File: src/rtl/sd_host_data_fifo_if.sv
// sd_host_data_fifo_if
//   Bundles every data, handshake and status signal of sd_host_data_fifo.
//   slave  : modport used by the FIFO block itself.
//   master : modport for whatever drives it (Wishbone slave + SD data PHY side).
//   Signals:
//     fifo_write_en / wr_data_i     TX push from the Wishbone slave (128 bit)
//     fifo_read_en  / rd_data_o     RX pop, show-ahead head word (128 bit)
//     tx_data_o / tx_valid_o / tx_ready_i   32-bit TX lane stream to the PHY
//     rx_data_i / rx_valid_i / rx_ready_o   32-bit RX lane stream from the PHY
//     flush_i, clr_err_i            one-cycle clear of data paths / sticky errors
//     tx_count_o, rx_count_o        FIFO occupancy (AW+1 bits)
//     tx/rx full/empty, ovf_err_o, unf_err_o   status and sticky errors
interface sd_host_data_fifo_if #(
  parameter int AW = 3
);
  logic          fifo_write_en;
  logic [127:0]  wr_data_i;
  logic          fifo_read_en;
  logic [127:0]  rd_data_o;
  logic [31:0]   tx_data_o;
  logic          tx_valid_o;
  logic          tx_ready_i;
  logic [31:0]   rx_data_i;
  logic          rx_valid_i;
  logic          rx_ready_o;
  logic          flush_i;
  logic          clr_err_i;
  logic [AW:0]   tx_count_o;
  logic [AW:0]   rx_count_o;
  logic          tx_full_o;
  logic          tx_empty_o;
  logic          rx_full_o;
  logic          rx_empty_o;
  logic          ovf_err_o;
  logic          unf_err_o;

  modport slave (
    input  fifo_write_en, wr_data_i, fifo_read_en, tx_ready_i,
           rx_data_i, rx_valid_i, flush_i, clr_err_i,
    output rd_data_o, tx_data_o, tx_valid_o, rx_ready_o, tx_count_o,
           rx_count_o, tx_full_o, tx_empty_o, rx_full_o, rx_empty_o,
           ovf_err_o, unf_err_o
  );

  modport master (
    output fifo_write_en, wr_data_i, fifo_read_en, tx_ready_i,
           rx_data_i, rx_valid_i, flush_i, clr_err_i,
    input  rd_data_o, tx_data_o, tx_valid_o, rx_ready_o, tx_count_o,
           rx_count_o, tx_full_o, tx_empty_o, rx_full_o, rx_empty_o,
           ovf_err_o, unf_err_o
  );
endinterface

File: src/rtl/sd_host_data_fifo.sv
// sd_host_data_fifo
//   Data buffer between the Wishbone slave FIFO port and the SD data PHY.
//   TX: 128-bit words are queued and serialized onto a 32-bit valid/ready
//       lane, lane 0 ([31:0]) first, with no bubble between queued words.
//   RX: 32-bit PHY lanes are packed (lane k -> bits [32k+:32]) into 128-bit
//       words and queued for show-ahead reads by the slave.
//   Ports:
//     clock  rising-edge clock
//     reset  synchronous, active-high; clears pointers, counts, serializer,
//            packer and sticky errors
//     bus    sd_host_data_fifo_if.slave, all data/handshake/status signals
module sd_host_data_fifo #(
  parameter int DEPTH = 8,
  parameter int AW    = 3
) (
  input  logic                  clock,
  input  logic                  reset,
  sd_host_data_fifo_if.slave    bus
);

  typedef enum logic {S_IDLE, S_BUSY} ser_state_t;

  localparam logic [AW:0] FULL_CNT = (AW+1)'(DEPTH);

  logic [127:0]  tx_mem [DEPTH];
  logic [127:0]  rx_mem [DEPTH];
  logic [AW-1:0] tx_wr_ptr, tx_rd_ptr, rx_wr_ptr, rx_rd_ptr;
  logic [AW:0]   tx_count, rx_count;

  ser_state_t    state;
  logic [1:0]    lane;
  logic [95:0]   tx_hold;   // lanes not yet presented, next lane in [31:0]
  logic [31:0]   tx_data;
  logic          tx_valid;

  logic [1:0]    rx_lane;
  logic [95:0]   rx_pack;   // accepted lanes shift in from the top
  logic          ovf_err, unf_err;

  logic tx_full, tx_fifo_empty, rx_full, rx_empty;
  logic tx_push, tx_pop, tx_hs, rx_accept, rx_push, rx_pop;
  logic ovf_set, unf_set;
  logic [127:0] tx_head;

  assign tx_full       = (tx_count == FULL_CNT);
  assign tx_fifo_empty = (tx_count == '0);
  assign rx_full       = (rx_count == FULL_CNT);
  assign rx_empty      = (rx_count == '0);
  assign tx_head       = tx_mem[tx_rd_ptr];

  // Fullness is the registered count, so a serializer pop in the same cycle
  // never makes room for a write; likewise an RX pop never raises rx_ready.
  assign tx_push   = bus.fifo_write_en && !tx_full && !bus.flush_i;
  assign tx_hs     = tx_valid && bus.tx_ready_i;
  assign tx_pop    = !tx_fifo_empty && !bus.flush_i &&
                     ((state == S_IDLE) || (tx_hs && lane == 2'd3));
  assign rx_accept = bus.rx_valid_i && !rx_full && !bus.flush_i;
  assign rx_push   = rx_accept && (rx_lane == 2'd3);
  assign rx_pop    = bus.fifo_read_en && !rx_empty && !bus.flush_i;
  assign ovf_set   = bus.fifo_write_en && tx_full && !bus.flush_i;
  assign unf_set   = bus.fifo_read_en && rx_empty && !bus.flush_i;

  // NOTE: storage arrays carry no reset; valid contents are defined by the
  // pointers and counts, so clearing them would only cost flops.
  always_ff @(posedge clock) begin
    if (tx_push) tx_mem[tx_wr_ptr] <= bus.wr_data_i;
    if (rx_push) rx_mem[rx_wr_ptr] <= {bus.rx_data_i, rx_pack};
  end

  // NOTE: all state uses non-blocking assignments so every block samples
  // pre-edge values regardless of evaluation order.
  always_ff @(posedge clock) begin
    if (reset || bus.flush_i) begin
      tx_wr_ptr <= '0;
      tx_rd_ptr <= '0;
      tx_count  <= '0;
    end else begin
      if (tx_push) tx_wr_ptr <= tx_wr_ptr + 1'b1;
      if (tx_pop)  tx_rd_ptr <= tx_rd_ptr + 1'b1;
      case ({tx_push, tx_pop})
        2'b10:   tx_count <= tx_count + 1'b1;
        2'b01:   tx_count <= tx_count - 1'b1;
        default: tx_count <= tx_count;
      endcase
    end
  end

  // Serializer: tx_valid/tx_data are registered alongside the state.
  always_ff @(posedge clock) begin
    if (reset || bus.flush_i) begin
      state    <= S_IDLE;
      lane     <= '0;
      tx_hold  <= '0;
      tx_data  <= '0;
      tx_valid <= 1'b0;
    end else begin
      case (state)
        S_IDLE: begin
          if (tx_pop) begin
            state    <= S_BUSY;
            lane     <= '0;
            tx_hold  <= tx_head[127:32];
            tx_data  <= tx_head[31:0];
            tx_valid <= 1'b1;
          end
        end
        S_BUSY: begin
          if (tx_hs) begin
            if (lane != 2'd3) begin
              lane    <= lane + 2'd1;
              tx_data <= tx_hold[31:0];
              tx_hold <= {32'd0, tx_hold[95:32]};
            end else if (tx_pop) begin
              // Next word follows lane 3 directly, no idle cycle.
              lane    <= '0;
              tx_hold <= tx_head[127:32];
              tx_data <= tx_head[31:0];
            end else begin
              state    <= S_IDLE;
              tx_data  <= '0;
              tx_valid <= 1'b0;
            end
          end
        end
        default: state <= S_IDLE;
      endcase
    end
  end

  always_ff @(posedge clock) begin
    if (reset || bus.flush_i) begin
      rx_wr_ptr <= '0;
      rx_rd_ptr <= '0;
      rx_count  <= '0;
      rx_lane   <= '0;
      rx_pack   <= '0;
    end else begin
      if (rx_accept) begin
        rx_lane <= rx_lane + 2'd1;
        rx_pack <= {bus.rx_data_i, rx_pack[95:32]};
      end
      if (rx_push) rx_wr_ptr <= rx_wr_ptr + 1'b1;
      if (rx_pop)  rx_rd_ptr <= rx_rd_ptr + 1'b1;
      case ({rx_push, rx_pop})
        2'b10:   rx_count <= rx_count + 1'b1;
        2'b01:   rx_count <= rx_count - 1'b1;
        default: rx_count <= rx_count;
      endcase
    end
  end

  // Sticky errors: a new error wins over a same-cycle clear; flush leaves
  // them untouched.
  always_ff @(posedge clock) begin
    if (reset) begin
      ovf_err <= 1'b0;
      unf_err <= 1'b0;
    end else if (!bus.flush_i) begin
      if (ovf_set)            ovf_err <= 1'b1;
      else if (bus.clr_err_i) ovf_err <= 1'b0;
      if (unf_set)            unf_err <= 1'b1;
      else if (bus.clr_err_i) unf_err <= 1'b0;
    end
  end

  assign bus.rd_data_o  = rx_empty ? '0 : rx_mem[rx_rd_ptr];
  assign bus.tx_data_o  = tx_data;
  assign bus.tx_valid_o = tx_valid;
  assign bus.rx_ready_o = !rx_full;
  assign bus.tx_count_o = tx_count;
  assign bus.rx_count_o = rx_count;
  assign bus.tx_full_o  = tx_full;
  assign bus.tx_empty_o = tx_fifo_empty && (state == S_IDLE);
  assign bus.rx_full_o  = rx_full;
  assign bus.rx_empty_o = rx_empty;
  assign bus.ovf_err_o  = ovf_err;
  assign bus.unf_err_o  = unf_err;

endmodule

File: src/flat_wrapper.sv
// flat-port wrapper written by rule: the top's interface ports become plain ports
module sd_host_data_fifo_flat 
#(
  parameter int DEPTH = 8,
  parameter int AW    = 3
)
  (clock, reset, bus_fifo_write_en, bus_wr_data_i, bus_fifo_read_en, bus_tx_ready_i, bus_rx_data_i, bus_rx_valid_i, bus_flush_i, bus_clr_err_i, bus_rd_data_o, bus_tx_data_o, bus_tx_valid_o, bus_rx_ready_o, bus_tx_count_o, bus_rx_count_o, bus_tx_full_o, bus_tx_empty_o, bus_rx_full_o, bus_rx_empty_o, bus_ovf_err_o, bus_unf_err_o);
  sd_host_data_fifo_if #(.AW(AW)) bus_i ();
  input  logic clock;
  input  logic reset;
  input wire logic [$bits(bus_i.fifo_write_en)-1:0] bus_fifo_write_en;
  input wire logic [$bits(bus_i.wr_data_i)-1:0] bus_wr_data_i;
  input wire logic [$bits(bus_i.fifo_read_en)-1:0] bus_fifo_read_en;
  input wire logic [$bits(bus_i.tx_ready_i)-1:0] bus_tx_ready_i;
  input wire logic [$bits(bus_i.rx_data_i)-1:0] bus_rx_data_i;
  input wire logic [$bits(bus_i.rx_valid_i)-1:0] bus_rx_valid_i;
  input wire logic [$bits(bus_i.flush_i)-1:0] bus_flush_i;
  input wire logic [$bits(bus_i.clr_err_i)-1:0] bus_clr_err_i;
  output wire logic [$bits(bus_i.rd_data_o)-1:0] bus_rd_data_o;
  output wire logic [$bits(bus_i.tx_data_o)-1:0] bus_tx_data_o;
  output wire logic [$bits(bus_i.tx_valid_o)-1:0] bus_tx_valid_o;
  output wire logic [$bits(bus_i.rx_ready_o)-1:0] bus_rx_ready_o;
  output wire logic [$bits(bus_i.tx_count_o)-1:0] bus_tx_count_o;
  output wire logic [$bits(bus_i.rx_count_o)-1:0] bus_rx_count_o;
  output wire logic [$bits(bus_i.tx_full_o)-1:0] bus_tx_full_o;
  output wire logic [$bits(bus_i.tx_empty_o)-1:0] bus_tx_empty_o;
  output wire logic [$bits(bus_i.rx_full_o)-1:0] bus_rx_full_o;
  output wire logic [$bits(bus_i.rx_empty_o)-1:0] bus_rx_empty_o;
  output wire logic [$bits(bus_i.ovf_err_o)-1:0] bus_ovf_err_o;
  output wire logic [$bits(bus_i.unf_err_o)-1:0] bus_unf_err_o;
  assign bus_i.fifo_write_en = bus_fifo_write_en;
  assign bus_i.wr_data_i = bus_wr_data_i;
  assign bus_i.fifo_read_en = bus_fifo_read_en;
  assign bus_i.tx_ready_i = bus_tx_ready_i;
  assign bus_i.rx_data_i = bus_rx_data_i;
  assign bus_i.rx_valid_i = bus_rx_valid_i;
  assign bus_i.flush_i = bus_flush_i;
  assign bus_i.clr_err_i = bus_clr_err_i;
  assign bus_rd_data_o = bus_i.rd_data_o;
  assign bus_tx_data_o = bus_i.tx_data_o;
  assign bus_tx_valid_o = bus_i.tx_valid_o;
  assign bus_rx_ready_o = bus_i.rx_ready_o;
  assign bus_tx_count_o = bus_i.tx_count_o;
  assign bus_rx_count_o = bus_i.rx_count_o;
  assign bus_tx_full_o = bus_i.tx_full_o;
  assign bus_tx_empty_o = bus_i.tx_empty_o;
  assign bus_rx_full_o = bus_i.rx_full_o;
  assign bus_rx_empty_o = bus_i.rx_empty_o;
  assign bus_ovf_err_o = bus_i.ovf_err_o;
  assign bus_unf_err_o = bus_i.unf_err_o;
  sd_host_data_fifo #(.DEPTH(DEPTH), .AW(AW)) u_core (.clock(clock), .reset(reset), .bus(bus_i));
endmodule
File: config.mk
export PLATFORM = sky130hd
export DESIGN_NAME = sd_host_data_fifo_flat
export DESIGN_NICKNAME = d
export VERILOG_FILES = /design/src/rtl/sd_host_data_fifo_if.sv /design/src/rtl/sd_host_data_fifo.sv /design/src/flat_wrapper.sv
export SDC_FILE = /design/constraint.sdc
export NUM_CORES = 2
export LEC_CHECK = 0
export CAP_MARGIN = 5
export CORE_UTILIZATION = 40
export DETAILED_ROUTE_END_ITERATION = 10
export GPL_TIMING_DRIVEN = 0
export PLACE_DENSITY = 0.57
export SYNTH_ARGS = -nofsm -noshare
export SYNTH_HDL_FRONTEND = slang
export SYNTH_SLANG_ARGS = --single-unit
File: constraint.sdc
create_clock -name clock -period 18.7 [get_ports clock]
set_input_delay 3.74 -clock clock [delete_from_list [all_inputs] [get_ports clock]]
set_output_delay 3.74 -clock clock [all_outputs]
set_load 0.1 [all_outputs]
Word level (Yosys, flattened, before mapping)
Memories as Yosys holds them, arrays and structs flattened. A register that Yosys moved wholly into a read port is not among the register bits.
Index checks and enable logic that the tools add are counted.
{ "classes": {"n_bitwise": 2, "n_eq_ne": 13, "reduce_logical": 33, "mux": 36, "n_addsub": 10} }
{ "ops": {"columns": ["cell", "count"], "rows": [
  ["$mux 96", 3],
  ["$pmux 96 s2", 1],
  ["$mux 128", 1],
  ["$mux 32", 4],
  ["$pmux 32 s2", 1],
  ["$logic_and 1x1->1", 16],
  ["$pmux 4 s2", 2],
  ["$mux 1", 14],
  ["$add 3x1->3 const B", 4],
  ["$mux 3", 4],
  ["$add 4x1->4 const B", 2],
  ["$eq 2x2->1 const B", 4],
  ["$eq 4x4->1 const B", 2],
  ["$logic_not 4->1", 2],
  ["$ne 2x2->1 const B", 4],
  ["$reduce_bool 2->1", 4],
  ["$sub 4x1->4 const B", 2],
  ["$mux 2", 3],
  ["$reduce_and 2->1", 3],
  ["$logic_not 1->1", 5],
  ["$add 2x1->2 const B", 2],
  ["$eq 2x1->1 const B", 2],
  ["$pmux 1 s2", 2],
  ["$pmux 2 s2", 1],
  ["4 further kinds", 6]
]} }
{ "totals": {"out_inout_bits": 176, "mem_bits_rw": 2048, "inputBits": 168, "memories": 2, "wordCells": 111, "regBits": 252} }
{ "memory_table": {"columns": ["name", "depth", "width", "read_ports", "rd_clocked_by_memory_dff", "wr", "line_no", "rtl"], "rows": [
  ["u_core.rx_mem", 8, 128, 1, 1, 1, "sd_host_data_fifo.sv:26", "logic [127:0] rx_mem [DEPTH];"],
  ["u_core.tx_mem", 8, 128, 1, 1, 1, "sd_host_data_fifo.sv:25", "logic [127:0] tx_mem [DEPTH];"]
]} }

Longest topological paths before layout
{ "depth": {"word_depth": 8, "mapped_depth": 12, "depth_no_buf": 11} }

Worst setup path after synthesis
OpenSTA, ideal clock, no wires.
{ "synth_timing": {"path_type": "input to register", "start": "in bus_flush_i", "end": "mem u_core.rx_mem[0][0] (enable)", "arrival_ns": 16.476, "n_path_buf": 1, "cell_stages": 4, "required_time_ns": 17.766, "slack_ns": 1.291, "setup_ns": 0.934, "cell_sequence": "buf_2 > nor2b_1 > nand3_1 > nor4_1"} }
{ "synth_between": {"elab_chain_len": 5} }
{ "synth_rtl": {"columns": ["item", "line_no", "rtl"], "rows": [
  ["from (decl)", "flat_wrapper.sv:17", "input wire logic [$bits(bus_i.flush_i)-1:0] bus_flush_i;"],
  ["$logic_not 1->1", "sd_host_data_fifo.sv:57", "assign rx_accept = bus.rx_valid_i && !rx_full && !bus.flush_i;"],
  ["$logic_and 1x1->1", "sd_host_data_fifo.sv:57", null],
  ["$logic_and 1x1->1", "sd_host_data_fifo.sv:58", "assign rx_push = rx_accept && (rx_lane == 2'd3);"],
  ["$mux 1", "sd_host_data_fifo.sv:67", "if (rx_push) rx_mem[rx_wr_ptr] <= {bus.rx_data_i, rx_pack};"],
  ["$mux 1 (not written as such)", "sd_host_data_fifo.sv:67", null],
  ["to (decl)", "sd_host_data_fifo.sv:26", null]
]} }
No other way between the ends.

==> flow_summary.toml <==
[clock_tree]
cts_resized = 0
cts_root_buf = "clkbuf_16"
cts_hold_buf = 0
post_cts_buffers = 0
cts_buffer_depth = 3
cts_tree = "built"
cts.clk_slew.worst_paths_ps = 60
clk_latency_ps = 870
cts.htree.levels = 4
numCtsBuffers = 227
cts_sinks = 2306

[sta]
report.final.slew_viol_count = 0
period_share = 0.474
report.final.setup_viol = 0
final-hold-violation-count = 0
fin_crit_ps = 8860
slew_headroom = 0.109
rsz0062_at_grt = "no"
holdWs_ps = 465
fin_skew_ps = 27.3
worst_slew_pin_slew_ps = 1340
fmax_mhz = 113

[yosys]
synth_seq_cells = 2306
syn_area_sq_mm = 0.0870
synth_cell_types = 50
ys_async_sr_fraction = 0
synth_fp_nets = 4613
ys.flop_type = "edfxtp_1"
synth-edff-count = 2048
postSynthCellCount = 4433
synthTopCellsByCount = "edfxtp_1, mux4_2, mux2i_1, dfxtp_1, nand2_1"
synth_seq_area_share = 0.766
synthTopCellsByArea = "edfxtp_1, mux4_2, dfxtp_1"
synth_top_area_frac = 0.707
yosysWarnings = 0
yosysTopAreaCell = "edfxtp_1"
syn_area_per_cell_sq_um = 19.6
synth.most_common_cell = "edfxtp_1"

[finish]
stdcell_area_sq_mm = 0.104
instances_no_fill = 8237
areaGrowthSynthToFinish_pct = 19.8
drive_above_1_share = 0.214
fin_nets = 5373

[run_status]
status = "finished, final reports clean"

[placement]
dp_cells = 7802
place_area_sq_mm = 0.0967
hpwl_mm = 158
gp_congestion = 0.785
portBuffers = 342

[flow_run]
cap_violations = 0

[global_route]
grt_usage = 0.208
antenna_found_initial = 48
grt_max_degree = 25
grt_pass1_wl_mm = 327
grt_pass1_vias = 45200
gr-total-overflow = 0

[pwr]
p_per_area_mw_per_mm2 = 99.6
p_leak_nw = 32.2
total_power_mw = 10.4
vdd_drop_max_mv = 0.104

[setup_path]
cpPeakStageDelay_ps = 1250
cp_common_cell = "clkbuf_1"
endpoint_kind = "primary output"
start_kind = "flip-flop"
cp_data_required_time_ps = 14960
cp.arrival_ps = 5120
critPathSlowestCell = "clkdlybuf4s50_1"
crit_buf_inv = 4
cpLargestDelayFamily = "buffers and inverters"
crit_fanout = 10
path_cells = "clkbuf_1 > clkbuf_1 > buf_2 > mux4_2 > mux2i_1 > nor2_1 > clkdlybuf4s50_1"
crit_type = "reg2out"

[hold_path]
hp-class = "reg2reg"

[floorplanning]
die_area_sq_mm = 0.219
io_pins = 344
rows = 170
die_w_microns = 468
core_sq_mm = 0.215
die_y_microns = 468
start_util = 0.404

[drt]
antenna_left = 0
drt_iter0_drc = 3808
firstDrtPassIters = 5
detail_route.wl_per_cell_microns = 27.7
viasPerCell = 5.44
vias = 44800
routed_wl_mm = 228
drc_errors = 0
power breakdown:
group          switching (mW)  internal (mW)
registers              0.0200           5.60
clock network            1.93           2.61
logic                   0.135         0.0758
total                    2.08           8.29
sequential cells by signal, indices dropped and copies added, names as in the netlist, 4 cells and up, named ones only:
register,count
u_core.tx_hold,96
u_core.bus.tx_count_o,4
u_core.rx_pack,96
u_core.tx_mem,1024
u_core.bus.tx_data_o,32
u_core.rx_mem,1024
u_core.bus.rx_count_o,4
cells in the final DEF, fill, tap and decap left out, drive strengths merged, types with 9 or more instances in the layout:
cell type,instances
bufinv,11
nor2b,13
mux2i,315
nand2,236
clkinv,59
dfxtp,258
mux2,29
nor3,101
nor2,191
clkdlybuf4s50,342
xor2,10
a22o,9
ha,12
o21ai,52
o22ai,23
edfxtp,2048
nand3b,21
inv,13
a221o,52
buf,337
clkbuf,469
nand3,9
mux4,436
a21oi,206
a22oi,77
cell families (layout without fill, tap and decap cells):
family / count (synthesis) / after routing / share of synthesized area
adders and majority gates: 12 / 12 / 0.00173
AOI/OAI and AO/OA: 441 / 441 / 0.0323
other: 0 / 5 / 0
buffers and inverters: 276 / 1237 / 0.0148
and+or+nand+nor: 605 / 605 / 0.0305
DFF: 2306 / 2306 / 0.766
muxes: 780 / 780 / 0.153
xor gates and xnor gates: 13 / 13 / 0.00131
final timing paths:
check | end | startpoint | slack (ps) | depth (start not counted)
max | bus_rd_data_o[2] | flip-flop | 9840 | 7
min | u_core.rx_lane[1] | u_core.rx_lane[1] | 470 | 2
max reg2reg | u_core.rx_mem[4][29] | u_core.bus.rx_count_o[0] | 15140 | 13
min reg2reg | u_core.rx_lane[1] | u_core.rx_lane[1] | 470 | 2
cell type report:
cell class                      count  area [sq um]
Clock buffer                      346          6690
Tap cell                         2838          3550
Timing Repair Buffer              531          6080
Fill cell                       17900        111000
Multi-Input combinational cell   1851         19100
Inverter                            5          18.8
Buffer                            271          1270
Antenna cell                        5          12.5
Sequential cell                  2306         66700
Clock inverter                     84           771
tightest hold or removal path, delay by kind of cell, from the launching register on:
family | cells | cell delay [ps]
compound gates | 1 | 50
simple gates | 1 | 50
flops | 1 | 310
through the flow:
stage	setup TNS [ps]	util	setup slack [ps]
final	0	0.484	9840
after global routing	0	0.484	9620
after global placement	-6055660	0.436	-12940
after detailed placement	0	0.449	10660
after CTS	0	0.484	9680
after floorplan	0	-	1290
per-layer routing:
| layer | vias to the layer above | track usage | wire (microns) |
|---|---|---|---|
| li1 | 19500 | - | - |
| met1 | 23600 | 0.274 | 94300 |
| met2 | 1312 | 0.347 | 113000 |
| met3 | 365 | 0.0448 | 14300 |
| met4 | 58 | 0.0559 | 5580 |
| met5 | - | 0 | 346 |
No activity file was read; power rests on OpenSTA's default activity.
